$ cat config.mk
export PLATFORM = sky130hd
export DESIGN_NAME = static_bridge
export DESIGN_NICKNAME = d
export VERILOG_FILES = /design/src/rtl/static_bridge.sv
export SDC_FILE = /design/constraint.sdc
export NUM_CORES = 1
export LEC_CHECK = 0
export ABC_CLOCK_PERIOD_IN_PS = 2100
export BUFFER_PORTS_ARGS = -buffer_cell sky130_fd_sc_hd__buf_2
export CAP_MARGIN = 20
export CORE_UTILIZATION = 47
export DETAILED_ROUTE_END_ITERATION = 10
export GPL_ROUTABILITY_DRIVEN = 0
export PLACE_DENSITY_LB_ADDON = 0.05
export SYNTH_ARGS = -nofsm -noshare
export SYNTH_HDL_FRONTEND = slang
export SYNTH_SLANG_ARGS = --single-unit
export TNS_END_PERCENT = 20
$ cat constraint.sdc
create_clock -name clk -period 2.1 [get_ports clk]
set_input_delay 0.21 -clock clk [delete_from_list [all_inputs] [get_ports clk]]
set_output_delay 0.21 -clock clk [all_outputs]
set_load 0.01 [all_outputs]
$ cat src/rtl/static_bridge.sv
// static_bridge: turns the scan-latched static command into a single access
// on the SIMD engine memory port, and returns read data and a completion level.
// Optional feature macro: STATIC_BRIDGE_TIMEOUT_EN adds a watchdog that ends a
// stalled access after TIMEOUT_CYCLES cycles, reporting 16'hDEAD for reads.
module static_bridge #(
    parameter int SYNC_STAGES    = 2,
    parameter int ADDR_W         = 11,
    parameter int TIMEOUT_CYCLES = 255
) (
    input  logic              clk,
    input  logic              rst,
    input  logic              static_wen,
    input  logic              static_ren,
    input  logic [15:0]       static_addr,
    input  logic [15:0]       static_wdata,
    output logic [15:0]       static_rdata,
    output logic              static_ready,
    output logic              mem_req,
    output logic              mem_we,
    output logic              mem_isel,
    output logic [3:0]        mem_lane,
    output logic [ADDR_W-1:0] mem_addr,
    output logic [15:0]       mem_wdata,
    input  logic              mem_gnt,
    input  logic              mem_rvalid,
    input  logic [15:0]       mem_rdata
);

    typedef enum logic [1:0] {IDLE, REQ, RWAIT} state_t;

    state_t state, state_nx;

    logic [SYNC_STAGES-1:0] wen_sync, ren_sync;
    logic wen_prev, ren_prev;
    logic start_w, start_r, start;
    logic timeout;

    logic              mem_req_nx, mem_we_nx, mem_isel_nx, ready_nx;
    logic [3:0]        mem_lane_nx;
    logic [ADDR_W-1:0] mem_addr_nx;
    logic [15:0]       mem_wdata_nx, rdata_nx;

    // Strobe synchronisers plus previous-value flops for rising-edge detection
    always_ff @(posedge clk or posedge rst) begin
        if (rst) begin
            wen_sync <= '0;
            ren_sync <= '0;
            wen_prev <= 1'b0;
            ren_prev <= 1'b0;
        end else begin
            wen_sync <= {wen_sync[SYNC_STAGES-2:0], static_wen};
            ren_sync <= {ren_sync[SYNC_STAGES-2:0], static_ren};
            wen_prev <= wen_sync[SYNC_STAGES-1];
            ren_prev <= ren_sync[SYNC_STAGES-1];
        end
    end

    // A write edge takes precedence; a coincident read edge simply folds into it
    assign start_w = wen_sync[SYNC_STAGES-1] & ~wen_prev;
    assign start_r = ren_sync[SYNC_STAGES-1] & ~ren_prev;
    assign start   = start_w | start_r;

`ifdef STATIC_BRIDGE_TIMEOUT_EN
    localparam int WD_W = ($clog2(TIMEOUT_CYCLES + 1) > 8) ? $clog2(TIMEOUT_CYCLES + 1) : 8;
    logic [WD_W-1:0] wdog;
    logic            busy;

    assign busy    = (state == REQ) || (state == RWAIT);
    assign timeout = busy && (wdog == WD_W'(TIMEOUT_CYCLES - 1));

    // Watchdog restarts on every entry into a busy state, counts while busy
    always_ff @(posedge clk or posedge rst) begin
        if (rst)
            wdog <= '0;
        else if (state_nx != state && (state_nx == REQ || state_nx == RWAIT))
            wdog <= '0;
        else if (busy)
            wdog <= wdog + 1'b1;
    end
`else
    assign timeout = 1'b0;
`endif

    // State and registered outputs; reset abandons any in-flight access
    always_ff @(posedge clk or posedge rst) begin
        if (rst) begin
            state        <= IDLE;
            mem_req      <= 1'b0;
            mem_we       <= 1'b0;
            mem_isel     <= 1'b0;
            mem_lane     <= '0;
            mem_addr     <= '0;
            mem_wdata    <= '0;
            static_rdata <= '0;
            static_ready <= 1'b0;
        end else begin
            state        <= state_nx;
            mem_req      <= mem_req_nx;
            mem_we       <= mem_we_nx;
            mem_isel     <= mem_isel_nx;
            mem_lane     <= mem_lane_nx;
            mem_addr     <= mem_addr_nx;
            mem_wdata    <= mem_wdata_nx;
            static_rdata <= rdata_nx;
            static_ready <= ready_nx;
        end
    end

    // Next-state and output values; starts outside IDLE are dropped
    always_comb begin
        state_nx     = state;
        mem_req_nx   = mem_req;
        mem_we_nx    = mem_we;
        mem_isel_nx  = mem_isel;
        mem_lane_nx  = mem_lane;
        mem_addr_nx  = mem_addr;
        mem_wdata_nx = mem_wdata;
        rdata_nx     = static_rdata;
        ready_nx     = static_ready;
        case (state)
            IDLE: begin
                if (start) begin
                    mem_req_nx   = 1'b1;
                    mem_we_nx    = start_w;
                    mem_isel_nx  = static_addr[0];
                    mem_lane_nx  = static_addr[4:1];
                    mem_addr_nx  = static_addr[5 +: ADDR_W];
                    mem_wdata_nx = static_wdata;
                    ready_nx     = 1'b0;
                    state_nx     = REQ;
                end
            end
            REQ: begin
                if (mem_gnt) begin
                    mem_req_nx = 1'b0;
                    if (mem_we) begin
                        ready_nx = 1'b1;
                        state_nx = IDLE;
                    end else begin
                        state_nx = RWAIT;
                    end
                end else if (timeout) begin
                    mem_req_nx = 1'b0;
                    if (!mem_we) rdata_nx = 16'hDEAD;
                    ready_nx   = 1'b1;
                    state_nx   = IDLE;
                end
            end
            RWAIT: begin
                if (mem_rvalid) begin
                    rdata_nx = mem_rdata;
                    ready_nx = 1'b1;
                    state_nx = IDLE;
                end else if (timeout) begin
                    rdata_nx = 16'hDEAD;
                    ready_nx = 1'b1;
                    state_nx = IDLE;
                end
            end
            default: state_nx = IDLE;
        endcase
    end

endmodule

==> results of run 1 <==
==> area by class of cell <==
cell class	instances	area, um2	share of cell area, %
Clock buffer	13	159	4.95
Timing Repair Buffer	111	591	18.4
Multi-Input combinational cell	68	846	26.3
Clock inverter	2	35.0	1.09
Inverter	6	22.5	0.701
Sequential cell	59	1480	46.0
Tap cell	67	83.8	2.61
==> worst paths after layout <==
kind,depth (start not counted),to,from
worst max-delay path,6,static_ready$_DFFE_PP0P_,state[1]$_DFFE_PP0P_
worst min-delay path,2,mem_wdata[13]$_DFFE_PP0P_,rst
worst max register to register,6,static_ready$_DFFE_PP0P_,state[1]$_DFFE_PP0P_
worst min register to register,0,ren_sync[1]$_DFF_PP0_,ren_sync[0]$_DFF_PP0_
max in group asynchronous,3,static_ready$_DFFE_PP0P_,rst
min in group clk,2,mem_addr[3]$_DFFE_PP0P_,static_addr[8]
==> report_power, final <==
group	internal [uW]	switching, uW	leakage [uW]
clock	605	387	0.0000995
combinational	1120	842	0.000900
sequential	1660	274	0.000695
total	3380	1500	0.00169
==> critical path, stage by stage, from the launching register on <==
cell	delay, ns
dfrtp_1	0.39
inv_1	0.08
ha_1	0.20
inv_1	0.10
o22ai_1	0.13
a2111oi_2	0.38
mux2_2	0.37
==> layout by cell type, fill, tap and decap left out, drive strengths merged, types with 2 or more instances in the layout <==
master	instances
nand2	2
dfrtp	59
mux2	51
a22o	2
a21oi	2
inv	6
ha	4
buf	109
clkbuf	13
dlygate4sd3	2
==> through the flow <==
step | hold WS (ns) | instances
detailed placement | 0.319 | 309
CTS | 0.0238 | 326
finish | 0.00863 | 326
floorplan | 0.241 | 138
global route | 0.0358 | 326
global placement | 0.318 | 309
==> routing by layer <==
metal / GRT usage (%) / part of all wire [%]
met1: 20.5 / 41
met2: 30.5 / 52
met3: 7.96 / 6.3
met4: 7.69 / 1.1
met5: 0 / 0
==> registers in the layout, summed over array words and instances, names as in the netlist <==
signal and flops:
wen_prev 1, ren_sync 2, wen_sync 2, mem_we 1
ren_prev 1, state 2, static_ready 1, static_rdata 16
mem_addr 11, mem_lane 4, mem_req 1, mem_wdata 16
mem_isel 1
==> kinds of logic (layout without fill, tap and decap cells) <==
kind of cell | Yosys count | after routing
multiplexers | 51 | 51
AND/OR/NAND/NOR | 5 | 5
adder cells (fa/ha/maj) | 4 | 4
flip-flops | 59 | 59
buffers and inverters | 11 | 132
AO/OA/AOI/OAI | 8 | 8
==> timing repair <==
item / 4_1_cts / 5_1_grt
setup endpoints to repair: 0 / 0
endpoints found under the hold margin: 2 / 0
hold buffers: 2 / 0
==> impl_metrics.env, run 1 <==
export IMPL_syn_area_per_cell_um2=17.5
export IMPL_area_delta_synth_final_pct=32.7
export IMPL_clk_latency_ns=0.32
export IMPL_pre_cts_ws_ns=0.350
export IMPL_synthFlopType="dfrtp_1"
export IMPL_grt_pass1_wl_mm=7.10
export IMPL_tightest_slew_ns=0.736
export IMPL_ys_seq_elements=59
export IMPL_die_area_mm2=0.00544
export IMPL_cp_start_kind="flop"
export IMPL_grt_pass1_vias=1546
export IMPL_chipWidth_um=73.8
export IMPL_core_mm2=0.00485
export IMPL_period_minus_slack_ns=1.76
export IMPL_criticalPathCategory="flop to flop"
export IMPL_rows=25
export IMPL_synth_top_area_share_pct=61.0
export IMPL_drc=0
export IMPL_cts_max_level=3
export IMPL_num_vias=1534
export IMPL_drt_iter0_markers=67
export IMPL_yosys_top_cells_area="dfrtp_1 61%, mux2_4 18%, mux2_2 10%, buf_12 2.5%, ha_1 2.1%"
export IMPL_crit_path_end_kind="flop"
export IMPL_syn_inst=138
export IMPL_port_buffers=104
export IMPL_required_ns=2.30
export IMPL_n_fill_cell=379
export IMPL_worst_r2r_setup_slack_ns=0.34
export IMPL_synth_cell_types=20
export IMPL_grt_max_degree=38
export IMPL_p_total_uw=4890
export IMPL_clock_skew_ns=0.00510
export IMPL_postLayoutCellArea_mm2=0.00321
export IMPL_routed_wl_mm=4.75
export IMPL_fmax_mhz=568
export IMPL_cp_max_fo=4
export IMPL_synthesis_nets=196
export IMPL_io_pins=105
export IMPL_finalSetupViolCount=0
export IMPL_post_cts_buffers=0
export IMPL_insertedDiodeCount=0
export IMPL_drtAntennaViolNets=0
export IMPL_syn_area_mm2=0.00242
export IMPL_hp_class="input port to async pin"
export IMPL_die_h_um=73.8
export IMPL_yosysMostFrequentCell="dfrtp_1"
export IMPL_muxShareOfSynthArea_pct=28.2
export IMPL_root_buffer="clkbuf_8"
export IMPL_max_slew_margin_pct=50.9
export IMPL_start_util_pct=49.9
export IMPL_synth_top_area_cell="dfrtp_1"
export IMPL_drt_first_pass_iters=4
export IMPL_drive_gt1_share_pct=69.1
export IMPL_cts_clk_slew_worst_paths_ns=0.06
export IMPL_final_setup_tns_ns=0
export IMPL_synthAdderAreaFrac_pct=2.07
export IMPL_dp_hpwl_mm=3.57
export IMPL_arrival_ns=1.96
export IMPL_slew_viol_final=0
export IMPL_fin_util_pct=66.3
export IMPL_synth_compound_area_share_pct=3.05
export IMPL_grt_overflow_total=0
export IMPL_yosysWarnings=0
export IMPL_hold_viol_final=0
export IMPL_wl_per_cell_um=14.6
export IMPL_ir_drop_v=0.000940
export IMPL_synth_simple_area_share_pct=1.60
export IMPL_cts_sinks=59
export IMPL_async_reset_ff_share_pct=100
export IMPL_track_usage_pct=18.3
export IMPL_cts_buffers=9
export IMPL_antenna_found_initial=0
export IMPL_grt_setup_unrepaired="false"
export IMPL_leakage_uw=0.00169
export IMPL_power_density_mw_per_mm2=1520
export IMPL_ctsResizeCount=0
export IMPL_layout_nets=313
export IMPL_synth_edf_count=0
export IMPL_synth_xor_area_share_pct=0
export IMPL_finalWorstSetupSlack_ns=0.340
export IMPL_dpl_cell_area_mm2=0.00300
export IMPL_cts_tree="done"
export IMPL_synth_top_family_by_area="multiplexers"
export IMPL_status="finished clean"
export IMPL_yosysSeqAreaShare_pct=61.0
export IMPL_synthTopCellsByCount="59 x dfrtp_1, 29 x mux2_4, 22 x mux2_2"
export IMPL_viasPerCell=4.71
export IMPL_clock_path_buffers=2
export IMPL_maxCapViolations=0
export IMPL_fin_crit_sh_pct=83.8
(Power assumes the default switching activity.)
==> inputs of run 2 (changes only) <==
ABC_CLOCK_PERIOD_IN_PS = 1600   (was 2100)
CORE_UTILIZATION = 42   (was 47)
clock period = 1.6 ns   (was 2.1 ns; I/O delays follow)
==> run 2 against run 1 <==
Effect of this change: die area is 12% higher; final area rose by 6.2%; highest routed layer unchanged; sequential share of layout area is 2.7 points lower; largest power group unchanged; clock power up 29%; hold slack better by 0.055 ns; flip-flop and latch count unchanged; clock skew rose by 0.0069 ns; largest cell class unchanged; sequential power rose by 31%; core utilization fell by 4.7 points; via count is 1.2% higher; total power rose by 36%.
==> impl_metrics.env, run 2 (same netlist as run 1, synthesis figures left out) <==
export IMPL_root_buffer="clkbuf_8"
export IMPL_cp_start_kind="flop"
export IMPL_postLayoutCellArea_mm2=0.00341
export IMPL_drtAntennaViolNets=0
export IMPL_worst_r2r_setup_slack_ns=0.06
export IMPL_chipWidth_um=77.9
export IMPL_slew_viol_final=0
export IMPL_n_fill_cell=457
export IMPL_clock_skew_ns=0.0120
export IMPL_track_usage_pct=16.2
export IMPL_cts_sinks=59
export IMPL_cts_buffers=9
export IMPL_die_area_mm2=0.00607
export IMPL_largestRegisters="mem_wdata: 16 flops, static_rdata: 16 flops, mem_addr: 11 flops"
export IMPL_reg2reg_depth=6
export IMPL_status="finished clean"
export IMPL_clock_path_buffers=2
export IMPL_num_vias=1553
export IMPL_power_density_mw_per_mm2=1950
export IMPL_startpoint="state[1]$_DFFE_PP0P_"
export IMPL_finalSetupViolCount=0
export IMPL_hp_class="input port to flop"
export IMPL_viasPerCell=4.53
export IMPL_hold_slack_ns=0.0640
export IMPL_rows=27
export IMPL_grt_max_degree=32
export IMPL_fmax_mhz=651
export IMPL_arrival_ns=1.75
export IMPL_leakage_uw=0.00178
export IMPL_tightest_slew_ns=0.380
export IMPL_io_pins=105
export IMPL_crit_path_end_kind="flop"
export IMPL_clk_latency_ns=0.32
export IMPL_cp_max_fo=3
export IMPL_drive_gt1_share_pct=73.8
export IMPL_drt_first_pass_iters=4
export IMPL_cts_tree="done"
export IMPL_routed_wl_mm=4.60
export IMPL_die_h_um=77.9
export IMPL_antenna_found_initial=0
export IMPL_max_slew_margin_pct=74.6
export IMPL_final_cell_mix="104 x buf_2, 58 x dfrtp_1, 30 x mux2_4"
export IMPL_start_util_pct=43.7
export IMPL_maxCapViolations=0
export IMPL_fin_crit_sh_pct=96.1
export IMPL_ir_drop_v=0.000899
export IMPL_drt_iter0_markers=17
export IMPL_final_cells=343
export IMPL_dp_cells=320
export IMPL_period_minus_slack_ns=1.54
export IMPL_cts_clk_slew_worst_paths_ns=0.07
export IMPL_hold_viol_final=0
export IMPL_dpl_cell_area_mm2=0.00309
export IMPL_layout_nets=325
export IMPL_grt_pass1_wl_mm=7.33
export IMPL_core_mm2=0.00554
export IMPL_area_delta_synth_final_pct=41.0
export IMPL_wl_per_cell_um=13.4
export IMPL_r2r_end="static_ready$_DFFE_PP0P_"
export IMPL_endpoint="static_ready$_DFFE_PP0P_"
export IMPL_port_buffers=104
export IMPL_grt_pass1_vias=1553
export IMPL_grt_overflow_total=0
export IMPL_cts_max_level=3
export IMPL_required_ns=1.81
export IMPL_insertedDiodeCount=0
export IMPL_finalWorstSetupSlack_ns=0.0630
export IMPL_pre_cts_ws_ns=-0.0597
export IMPL_criticalPathCategory="flop to flop"
export IMPL_drc=0
export IMPL_p_total_uw=6640
export IMPL_r2r_start="state[1]$_DFFE_PP0P_"
export IMPL_final_common_cell="buf_2"
export IMPL_dp_hpwl_mm=3.36
[run 2: routing by layer]
layer  vias to the layer above  track usage, %  wire length [um]
li1                        734               -                 -
met1                       751            19.5              2010
met2                        66            25.1              2240
met3                         2            7.53               329
met4                         0            6.30                25
met5                         -               0                 0
[run 2: power breakdown]
group | internal, uW | leakage [uW] | switching (uW)
Clock | 763 | 0.000105 | 514
Sequential | 2180 | 0.000694 | 351
Combinational | 1680 | 0.000979 | 1150
Total | 4620 | 0.00178 | 2020
[run 2: how the worst min path moves through the flow]
stage                          from                       to  slack (ns)  depth (start not counted)
floorplan                static_ren    ren_sync[0]$_DFF_PP0_        0.19                          0
global placement                rst  mem_addr[2]$_DFFE_PP0P_        0.17                          2
detailed placement              rst  mem_addr[2]$_DFFE_PP0P_        0.18                          2
CTS                 static_addr[12]  mem_addr[7]$_DFFE_PP0P_        0.04                          2
global route         static_addr[3]  mem_lane[2]$_DFFE_PP0P_        0.04                          2
finish              static_addr[10]  mem_addr[5]$_DFFE_PP0P_        0.06                          2
[run 2: worst max-delay path, cell delays in order, from the launching register on]
cell and delay, ns:
dfrtp_1 0.39, inv_2 0.07, ha_4 0.17, inv_4 0.06
nor2_1 0.07, a2111oi_4 0.34, mux2_4 0.32
[run 2: metrics by stage]
stage	setup TNS [ns]	utilization (%)
global placement	-0.0120	55.8
finish	0	61.6
global route	-0.00112	61.6
detailed placement	-0.0597	55.8
floorplan	-0.00404	-
CTS	0	60.0
[run 2: layout make-up]
type	count	area (um2)	area share [%]
sequential	59	1480	43.3
multi-input combinational	68	886	26.0
tap	72	90.1	2.64
inverter	6	28.8	0.843
timing repair buffer	123	733	21.5
clock buffer	14	193	5.65
clock inverter	1	5.00	0.147
[run 2: repair_timing]
item / in CTS / in global routing
hold buffers: 3 / 0
gates resized for setup: 0 / 12
pin swaps: 1 / 1
setup endpoints to repair: 1 / 41
buffers inserted: 1 / 4
hold endpoints to repair: 16 / 0
==> inputs of run 3 (changes only) <==
ABC_CLOCK_PERIOD_IN_PS = unset   (was 1600)
CORE_UTILIZATION = 40   (was 42)
CTS_CLUSTER_SIZE = 12   (was unset)
==> run 3 against run 2 <==
Effect of this change: flip-flop and latch count unchanged; clock-buffer cell count decreased by 1; core utilization decreased by 1.1 points; global-route usage decreased by 0.35 points; critical path depth decreased by 1; clock power decreased by 6%.
==> impl_metrics.env, run 3 (same netlist as run 1, synthesis figures left out) <==
export IMPL_status="finished clean"
export IMPL_crit_chain="buf_4, buf_4, ha_2, a2111oi_4, mux2_4"
export IMPL_p_int_uw=4560
export IMPL_power_density_mw_per_mm2=1920
export IMPL_cp_max_fo=3
export IMPL_fmax_mhz=625
export IMPL_tightest_slew_ns=0.384
export IMPL_final_common_cell="buf_2"
export IMPL_core_mm2=0.00568
export IMPL_routed_wl_mm=4.75
export IMPL_worst_path_dominant_cell_family="flip-flops"
export IMPL_start_util_pct=42.7
export IMPL_clock_skew_ns=0.00721
export IMPL_r2r_start="state[1]$_DFFE_PP0P_"
export IMPL_finalSetupViolCount=0
export IMPL_r2r_end="static_ready$_DFFE_PP0P_"
export IMPL_fin_crit_sh_pct=100
export IMPL_rows=27
export IMPL_path_buf_inv=2
export IMPL_cts_clk_slew_worst_paths_ns=0.06
export IMPL_cts_sinks=59
export IMPL_hold_viol_final=0
export IMPL_grt_overflow_total=0
export IMPL_io_pins=105
export IMPL_root_buffer="clkbuf_8"
export IMPL_leakage_uw=0.00180
export IMPL_cts_max_level=3
export IMPL_criticalPathCategory="flop to flop"
export IMPL_viasPerCell=4.55
export IMPL_p_sw_share_pct=30.9
export IMPL_drive_gt1_share_pct=72.7
export IMPL_clkPwrFrac_pct=18.2
export IMPL_area_delta_synth_final_pct=41.9
export IMPL_critical_path_slowest_cell="dfrtp_1"
export IMPL_port_buffers=104
export IMPL_grt_pass1_vias=1552
export IMPL_ir_drop_v=0.000897
export IMPL_hold_slack_ns=0.0644
export IMPL_hp_class="input port to flop"
export IMPL_drc=0
export IMPL_hp_start="static_addr[14]"
export IMPL_layout_nets=325
export IMPL_final_cell_mix="104 x buf_2, 59 x dfrtp_1, 31 x mux2_4"
export IMPL_max_slew_margin_pct=74.4
export IMPL_dp_hpwl_mm=3.34
export IMPL_maxCapViolations=0
export IMPL_clock_path_buffers=2
export IMPL_n_fill_cell=461
export IMPL_p_total_uw=6610
export IMPL_crit_path_end_kind="flop"
export IMPL_reg2reg_depth=5
export IMPL_clk_latency_ns=0.32
export IMPL_required_ns=1.80
export IMPL_combPwrFrac_pct=43.8
export IMPL_num_vias=1560
export IMPL_grt_max_degree=44
export IMPL_endpoint="static_ready$_DFFE_PP0P_"
export IMPL_power_switching_uw=2040
export IMPL_drt_first_pass_iters=3
export IMPL_cts_tree="done"
export IMPL_crit_cells=5
export IMPL_p_seq_share_pct=38.0
export IMPL_cts_buffers=9
export IMPL_die_area_mm2=0.00637
export IMPL_chipWidth_um=79.8
export IMPL_insertedDiodeCount=0
export IMPL_wl_per_cell_um=13.8
export IMPL_startpoint="state[1]$_DFFE_PP0P_"
export IMPL_drt_iter0_markers=46
export IMPL_path_common_cell="buf_4"
export IMPL_drtAntennaViolNets=0
export IMPL_antenna_found_initial=0
export IMPL_largestRegisters="mem_wdata: 16 flops, static_rdata: 16 flops, mem_addr: 11 flops"
export IMPL_grt_pass1_wl_mm=7.41
export IMPL_worst_r2r_setup_slack_ns=0.0008
export IMPL_cp_start_kind="flop"
export IMPL_grt_setup_unrepaired="true"
export IMPL_slowest_delay_ns=0.39
export IMPL_die_h_um=79.8
export IMPL_arrival_ns=1.80
export IMPL_period_minus_slack_ns=1.60
export IMPL_track_usage_pct=15.8
export IMPL_slew_viol_final=0
## run 3: worst reg2reg max path: cells and delay by family (launching register included)
| kind | cells | cell delay, ns |
|---|---|---|
| flip-flops | 1 | 0.39 |
| AO/OA/AOI/OAI | 1 | 0.34 |
| multiplexers | 1 | 0.33 |
| buffers and inverters | 2 | 0.26 |
| adder cells (fa/ha/maj) | 1 | 0.17 |
## run 3: layer usage
| layer | track usage [%] | part of all wire [%] | up-vias |
|---|---|---|---|
| li1 | - | - | 739 |
| met1 | 19.4 | 43 | 749 |
| met2 | 24.1 | 47 | 62 |
| met3 | 5.37 | 7.1 | 10 |
| met4 | 9.29 | 2.1 | 0 |
| met5 | 0 | 0 | - |
## run 3: what timing repair did
item                       CTS  global route
setup buffers                2             3
resized for setup            6             6
pin swaps                    1             0
hold buffers                 3             0
hold endpoints to repair    18             0
setup endpoints to repair    1            39
gates cloned                 0             1
## run 3: power by group through the flow
stage	Combinational, uW	Clock, uW	Sequential (uW)
global route	3120	1340	2610
detailed placement	2730	0	2530
finish	2890	1200	2510
global placement	2700	0	2510
CTS	2840	1260	2510
floorplan	1400	0	2850
## run 3: metrics by stage
step	instances	utilization, %	setup slack (ns)	TNS [ns]	cell area, um2
floorplan	138	-	-0.00404	-0.00404	2420
global placement	319	54.6	-0.0223	-0.0223	3100
detailed placement	319	54.6	-0.0537	-0.0537	3100
CTS	339	59.1	0.00793	0	3350
global route	343	60.5	-0.0566	-0.0804	3430
finish	343	60.5	0.000780	0	3430
## run 3: how the worst min path moves through the flow
stage,endpoint,slack [ns],cells after the start
global route,mem_wdata[12]$_DFFE_PP0P_,0.05,2
CTS,mem_wdata[12]$_DFFE_PP0P_,0.05,2
global placement,mem_wdata[14]$_DFFE_PP0P_,0.17,2
detailed placement,mem_wdata[14]$_DFFE_PP0P_,0.18,2
floorplan,ren_sync[0]$_DFF_PP0_,0.19,0
finish,mem_addr[9]$_DFFE_PP0P_,0.06,2
## run 3: area by class of cell
type | count | area [um2] | share of cell area, %
clock buffers | 13 | 169 | 4.92
clock inverters | 2 | 10.0 | 0.291
inverters | 6 | 26.3 | 0.765
multi-input cells | 68 | 896 | 26.1
flip-flops and latches | 59 | 1480 | 43.0
well taps | 72 | 90.1 | 2.62
repair buffers | 123 | 767 | 22.3
